`src/rtl/bit_serial_adder.sv`:
```
// LSB-first serial adder: one fullAdder cell, a carry flop, and operand/result
// shift registers, controlled by an IDLE/RUN/DONE handshake.

module fullAdder (
  input  logic a,
  input  logic b,
  input  logic cin,
  output logic sum_c,
  output logic cout_c
);
  assign sum_c  = a ^ b ^ cin;
  assign cout_c = (a & b) | (cin & (a ^ b));
endmodule

module bit_serial_adder #(
  parameter int unsigned WIDTH = 8
) (
  input  logic             CLK,
  input  logic             RST,
  input  logic             START,
  input  logic [WIDTH-1:0] A,
  input  logic [WIDTH-1:0] B,
  input  logic             CIN,
  output logic             BUSY,
  output logic             DONE,
  output logic [WIDTH-1:0] SUM,
  output logic             COUT
);

  localparam int unsigned CNT_W = $clog2(WIDTH + 1);

  localparam logic [1:0] S_IDLE = 2'd0;
  localparam logic [1:0] S_RUN  = 2'd1;
  localparam logic [1:0] S_DONE = 2'd2;

  logic [1:0]       state;
  logic [1:0]       state_next;
  logic [WIDTH-1:0] op_a;
  logic [WIDTH-1:0] op_b;
  logic [CNT_W-1:0] cnt;
  logic             carry;
  logic             fa_sum;
  logic             fa_cout;
  logic             last_bit;

  fullAdder u_fa (
    .a      (op_a[0]),
    .b      (op_b[0]),
    .cin    (carry),
    .sum_c  (fa_sum),
    .cout_c (fa_cout)
  );

  assign last_bit = (cnt == CNT_W'(WIDTH - 1));
  assign COUT     = carry;

  // Next-state logic
  always_comb begin
    state_next = state;
    case (state)
      S_IDLE:  if (START) state_next = S_RUN;
      S_RUN:   if (last_bit) state_next = S_DONE;
      S_DONE:  state_next = S_IDLE;
      default: state_next = S_IDLE;
    endcase
  end

  // State register; BUSY/DONE are registered decodes of the next state
  always_ff @(posedge CLK) begin
    if (RST) begin
      state <= S_IDLE;
      BUSY  <= 1'b0;
      DONE  <= 1'b0;
    end else begin
      state <= state_next;
      BUSY  <= (state_next == S_RUN);
      DONE  <= (state_next == S_DONE);
    end
  end

  // Datapath: load on accept, then one bit per RUN edge with sum entering at the MSB
  always_ff @(posedge CLK) begin
    if (RST) begin
      op_a  <= '0;
      op_b  <= '0;
      cnt   <= '0;
      carry <= 1'b0;
      SUM   <= '0;
    end else begin
      case (state)
        S_IDLE: begin
          if (START) begin
            op_a  <= A;
            op_b  <= B;
            carry <= CIN;
            cnt   <= '0;
          end
        end
        S_RUN: begin
          op_a  <= op_a >> 1;
          op_b  <= op_b >> 1;
          SUM   <= (SUM >> 1) | (WIDTH'(fa_sum) << (WIDTH - 1));
          carry <= fa_cout;
          cnt   <= cnt + CNT_W'(1);
        end
        default: ;
      endcase
    end
  end

endmodule

```
`config.mk`:
```
export PLATFORM = sky130hd
export DESIGN_NAME = bit_serial_adder
export DESIGN_NICKNAME = d
export VERILOG_FILES = /design/src/rtl/bit_serial_adder.sv
export SDC_FILE = /design/constraint.sdc
export NUM_CORES = 1
export LEC_CHECK = 0
export ABC_AREA = 1
export BUFFER_PORTS_ARGS = -buffer_cell sky130_fd_sc_hd__buf_2
export CORE_UTILIZATION = 58
export DETAILED_ROUTE_END_ITERATION = 6
export PLACE_DENSITY = 0.91
export SLEW_MARGIN = 20
export SYNTH_ARGS = -nofsm -noshare
export SYNTH_HDL_FRONTEND = slang
export SYNTH_SLANG_ARGS = --single-unit
```
`constraint.sdc`:
```
create_clock -name CLK -period 2.1 [get_ports CLK]
set_clock_uncertainty 0.2 [all_clocks]
set_input_delay 0.105 -clock CLK [delete_from_list [all_inputs] [get_ports CLK]]
set_output_delay 0.105 -clock CLK [all_outputs]
set_load 0.005 [all_outputs]
```
==> results.json, run 1 <==
{
  "path_max_fanout": 23,
  "dp_hpwl_mm": 1.94,
  "maxSlewViolCount": 0,
  "path_class": "reg -> reg",
  "clk_pin_slew_ps": 110,
  "critical_path_required_ps": 2150,
  "antennaDiodeCount": 0,
  "track_usage_pct": 29.3,
  "min_to": "state[0]$_SDFF_PP0_",
  "p_per_area_mw_per_mm2": 663,
  "crit_path_start_kind": "register",
  "ant_nets": 0,
  "synth_area_sq_mm": 0.00155,
  "cts_buffers": 5,
  "design_area_sq_mm": 0.00207,
  "syn_nets": 235,
  "dieArea_sq_mm": 0.00289,
  "critPathCaptureType": "register",
  "h-tree-depth": 2,
  "finalCritPeriodShare_pct": 93.1,
  "die_x_um": 53.7,
  "fmax_ghz": 0.512,
  "nFillCells": 146,
  "layout_commonest_cell": "nor2_1",
  "dr_total_vias": 1583,
  "synth.yosys.seq_area_share_pct": 42.6,
  "viasPerCell": 5.21,
  "hold_path.class": "in -> reg",
  "syn_inst": 213,
  "synth_area_per_cell_sq_um": 7.28,
  "dpl_cell_area_sq_mm": 0.00165,
  "final_cell_mix": "42 x nor2_1, 37 x nand2_1, 32 x dfxtp_1",
  "run_status": "finished, final reports clean",
  "cts_sinks": 33,
  "min_from": "START",
  "clkLatencyLatePin_ps": 340,
  "tightest_slew_ps": 464,
  "initial_utilization_pct": 62.1,
  "ir_drop_v": 0.000656,
  "grt_max_degree": 24,
  "totalWireLength_mm": 3.79,
  "core_sq_mm": 0.00250,
  "maxCapViolCount": 0,
  "grt_pass1_wl_mm": 5.94,
  "r2r-start": "state[1]$_SDFF_PP0_",
  "port_buffers": 30,
  "die_h_um": 53.7,
  "rows": 18,
  "drt_iter0_drc": 43,
  "wl_per_cell_um": 12.5,
  "final_nets": 295,
  "finalSetupViolCount": 0,
  "relSlewSlack_pct": 69.0,
  "clockBufferDepth": 2,
  "arrival_ps": 2000,
  "synth_area_leader_cell": "dfxtp_1",
  "root_buffer": "clkbuf_4",
  "io_pins": 31,
  "synth_cell_types": 23,
  "synth_area_leaders": "dfxtp_1 43%, nor2_1 10%, nand2_1 9.0%, nand3_1 8.7%, inv_1 4.4%",
  "antenna_found_initial": 0,
  "post_route_cells_drive_above_1_share_pct": 23.7,
  "gp_congestion": 0.786,
  "grt_overflow": 0,
  "grt_pass1_vias": 1500,
  "p_leak_nw": 0.986,
  "whs_path_depth": 3,
  "drt_pass1_iterations": 4,
  "ys_warn_count": 0,
  "ys_seq_elements": 33,
  "rr_worst_depth": 8,
  "reg2reg_slack_ps": 150,
  "drc_errors": 0,
  "fin_setup_tns_ps": 0,
  "grt_setup_unrepaired": "false",
  "areaGrowthSynthToFinish_pct": 33.4,
  "synth_top_area_share_pct": 42.6,
  "final-hold-violation-count": 0,
  "rr_endpoint": "op_b[1]$_SDFFE_PP0P_",
  "cts_tree": "done",
  "fin_crit_ps": 1950
}
Yosys cell counts (all sizes together):
master and number:
a21oi 7, dfxtp 33, nand3 28, inv 20
clkbuf 1, nor3 2, ha 1, fa 1
nand2 48, buf 10, o21ai 11, nor2 51
power by group:
group          switching [W]  total, W  internal, W
clock network       0.000222  0.000416     0.000194
logic               0.000135  0.000258     0.000123
registers          0.0000311  0.000698     0.000666
worst max-delay path, stage by stage, from the launching register on:
cell	delay (ps)
dfxtp_1	400
inv_2	110
nand2_8	170
inv_6	120
nand2_1	80
nand2_1	50
nor2_1	100
nor2_1	50
dlygate4sd3_1	560
how the worst max path moves through the flow:
stage                     cells after the start                 from              endpoint  slack (ps)
final                                         8  state[1]$_SDFF_PP0_  op_b[1]$_SDFFE_PP0P_         150
after global routing                          8  state[1]$_SDFF_PP0_  op_b[2]$_SDFFE_PP0P_          20
after CTS                                     8  state[1]$_SDFF_PP0_  op_b[6]$_SDFFE_PP0P_         110
after detailed placement                      5  state[0]$_SDFF_PP0_   cnt[3]$_SDFFE_PP0P_         630
after global placement                        6  state[0]$_SDFF_PP0_   cnt[3]$_SDFFE_PP0P_         710
after floorplan                               5    COUT$_SDFFE_PP0P_     COUT$_SDFFE_PP0P_         800
through the flow:
step | power (W) | util (%) | hold WS (ps) | worst slack (ps) | std cells
CTS | 0.00135 | 81.1 | 71.7 | 112 | 301
finish | 0.00137 | 82.8 | 80.1 | 145 | 304
floorplan | 0.000858 | - | 47.8 | 799 | 213
global placement | 0.000891 | 65.9 | 163 | 708 | 262
detailed placement | 0.000897 | 65.9 | 173 | 634 | 262
global route | 0.00143 | 82.8 | 92.3 | 18.4 | 304
cells by family (layout without fill, tap and decap cells):
logic type | count (synthesis) | after routing | share of synthesized area, %
flip-flops | 33 | 33 | 42.6
adder cells (fa/ha/maj) | 2 | 2 | 2.10
buffers and inverters | 31 | 92 | 11.0
AO/OA/AOI/OAI | 18 | 18 | 5.81
AND/OR/NAND/NOR | 129 | 129 | 38.5
timing repair:
action                                  4_1_cts  5_1_grt
buffers inserted                              0        3
endpoints found under the hold margin        19        0
hold buffers                                 31        0
endpoints found under the setup margin        0       10
resized for setup                             0        3
area by class of cell:
type	instances	area (sq um)	area share, %
inverters	20	80.1	3.87
well taps	30	37.5	1.81
multi-input cells	149	737	35.6
clock buffers	7	65.1	3.14
repair buffers	64	483	23.3
flip-flops and latches	33	662	32.0
clock inverters	1	5.00	0.242
routing by layer:
metal | vias to the layer above | routed length (um) | track usage, %
met2 | 61 | 1950 | 52.3
met5 | - | 0 | 0
met4 | 0 | 47 | 14.9
met3 | 8 | 199 | 9.04
met1 | 729 | 1590 | 30.4
li1 | 785 | - | -
state kept, by name, summed over array words and instances (netlist names):
register / cells
DONE: 1
cnt: 4
state: 2
SUM: 8
COUT: 1
op_b: 8
op_a: 8
BUSY: 1
(Power assumes the default switching activity.)
==> run 2, diff against run 1 <==
--- a/config.mk
+++ b/config.mk
@@ -7,9 +7,9 @@
 export LEC_CHECK = 0
 export ABC_AREA = 1
 export BUFFER_PORTS_ARGS = -buffer_cell sky130_fd_sc_hd__buf_2
-export CORE_UTILIZATION = 58
+export CORE_UTILIZATION = 48
 export DETAILED_ROUTE_END_ITERATION = 6
-export PLACE_DENSITY = 0.91
+export PLACE_DENSITY = 0.82
 export SLEW_MARGIN = 20
 export SYNTH_ARGS = -nofsm -noshare
 export SYNTH_HDL_FRONTEND = slang
==> constraint.sdc (replaced) <==
create_clock -name CLK -period 1.6 [get_ports CLK]
set_clock_uncertainty 0.2 [all_clocks]
set_input_delay 0.08 -clock CLK [delete_from_list [all_inputs] [get_ports CLK]]
set_output_delay 0.08 -clock CLK [all_outputs]
set_load 0.005 [all_outputs]
==> run 2 against run 1 <==
Against the previous run: power grew 27%; wire length shrank 15%; register-to-register slack is essentially flat; clock-buffer cell count is the same; via count shrank 10%; final area shrank 5.5%; worst setup slack gained 13 ps; combinational power grew 14%; critical path depth shrank 2; first-iteration DRC count shrank 26%; cell count grew 0.99%; critical endpoint is now cnt[3]$_SDFFE_PP0P_.
==> results.json, run 2 (synthesized netlist as in run 1, its figures left out) <==
{
  "cts_sinks": 33,
  "finalCritPeriodShare_pct": 90.1,
  "cts_buffers": 5,
  "dieArea_sq_mm": 0.00346,
  "drc_errors": 0,
  "totalWireLength_mm": 3.20,
  "grt_overflow": 0,
  "root_buffer": "clkbuf_4",
  "io_pins": 31,
  "core_sq_mm": 0.00305,
  "layout_commonest_cell": "nor2_1",
  "p_leak_nw": 0.913,
  "grt_setup_unrepaired": "false",
  "final_nets": 284,
  "dr_total_vias": 1425,
  "initial_utilization_pct": 50.8,
  "cts_setup_buffers": 0,
  "track_usage_pct": 20.8,
  "h-tree-depth": 2,
  "grt_max_degree": 24,
  "ir_drop_v": 0.000651,
  "maxSlewViolCount": 0,
  "gp_congestion": 0.782,
  "finalSetupViolCount": 0,
  "fin_crit_ps": 1440,
  "min_from": "op_a[6]$_SDFFE_PP0P_",
  "grt_pass1_vias": 1271,
  "final-hold-violation-count": 0,
  "clkLatencyLatePin_ps": 340,
  "drt_iter0_drc": 32,
  "layout_setup_ws_ps": 158,
  "crit_path_start": "state[0]$_SDFF_PP0_",
  "antenna_found_initial": 0,
  "final_cells": 307,
  "rows": 20,
  "antennaDiodeCount": 0,
  "ff_latch_area_sq_um": 661,
  "grt_pass1_wl_mm": 5.40,
  "areaGrowthSynthToFinish_pct": 26.0,
  "dp_slack_ps": 163,
  "ant_nets": 0,
  "port_buffers": 30,
  "die_x_um": 58.9,
  "path_class": "reg -> reg",
  "dp_hpwl_mm": 2.04,
  "fin_setup_tns_ps": 0,
  "nFillCells": 279,
  "path_max_fanout": 23,
  "maxCapViolCount": 0,
  "dp_cells": 280,
  "hold_path.class": "reg -> reg",
  "largest_registers": "SUM x8, op_a x8, op_b x8",
  "timing.hold.ws_ps": 255,
  "arrival_ps": 1530,
  "p_total_w": 0.00175,
  "tightest_slew_ps": 463,
  "clk_pin_slew_ps": 100,
  "r2r-start": "state[0]$_SDFF_PP0_",
  "cts_tree": "done",
  "multiInputGateArea_sq_um": 719,
  "wl_per_cell_um": 10.4,
  "final_cell_mix": "42 x nor2_1, 37 x nand2_1, 33 x dfxtp_1",
  "critPathCaptureType": "register",
  "viasPerCell": 4.64,
  "crit_path_start_kind": "register",
  "die_h_um": 58.9,
  "fmax_ghz": 0.694,
  "run_status": "finished, final reports clean",
  "drt_pass1_iterations": 4,
  "p_per_area_mw_per_mm2": 894,
  "post_route_cells_drive_above_1_share_pct": 24.7,
  "relSlewSlack_pct": 69.1,
  "critical_path_required_ps": 1690,
  "clockBufferDepth": 2
}
## run 2: final cells by class
| type | count | share of cell area [%] |
|---|---|---|
| inverters | 20 | 4.09 |
| clock buffers | 7 | 3.33 |
| well taps | 44 | 2.82 |
| multi-input cells | 149 | 36.8 |
| repair buffers | 53 | 18.9 |
| flip-flops and latches | 33 | 33.8 |
| clock inverters | 1 | 0.256 |
## run 2: metrics by stage
step           instance area, sq um  utilization [%]
6_report                       1960             64.1
5_1_grt                        1960             64.1
4_1_cts                        1960             64.1
3_5_place_dp                   1700             55.5
3_3_place_gp                   1700             55.5
2_1_floorplan                  1550                -
## run 2: path summary, 6_finish.rpt
check,to,slack (ps),depth (start not counted)
worst max register to register,cnt[3]$_SDFFE_PP0P_,160,6
worst min register to register,op_a[5]$_SDFFE_PP0P_,260,2
worst max-delay path,cnt[3]$_SDFFE_PP0P_,160,6
worst min-delay path,op_a[5]$_SDFFE_PP0P_,260,2
## run 2: layer usage
metal / global-route usage (%) / vias to the layer above / wire length, um
met5: 0 / - / 0
li1: - / 764 / -
met4: 6.12 / 0 / 39
met3: 6.59 / 5 / 145
met1: 24.3 / 623 / 1460
met2: 36.4 / 33 / 1560
## run 2: critical path, stage by stage (launching register included)
cell and delay (ps):
dfxtp_1 470, nand2_4 180, inv_6 220, nand2_1 110
nand2_1 80, nand2_1 40, nor2_1 90
## run 2: timing repair
action,CTS,global route
hold buffers,19,0
resized for setup,0,0
hold endpoints to repair,21,0
## run 2: power by group
part,total (W),internal [W],leakage (nW),switching [W]
clock,0.000541,0.000254,0.0413,0.000287
sequential,0.000911,0.000874,0.271,0.0000368
combinational,0.000295,0.000134,0.601,0.000161
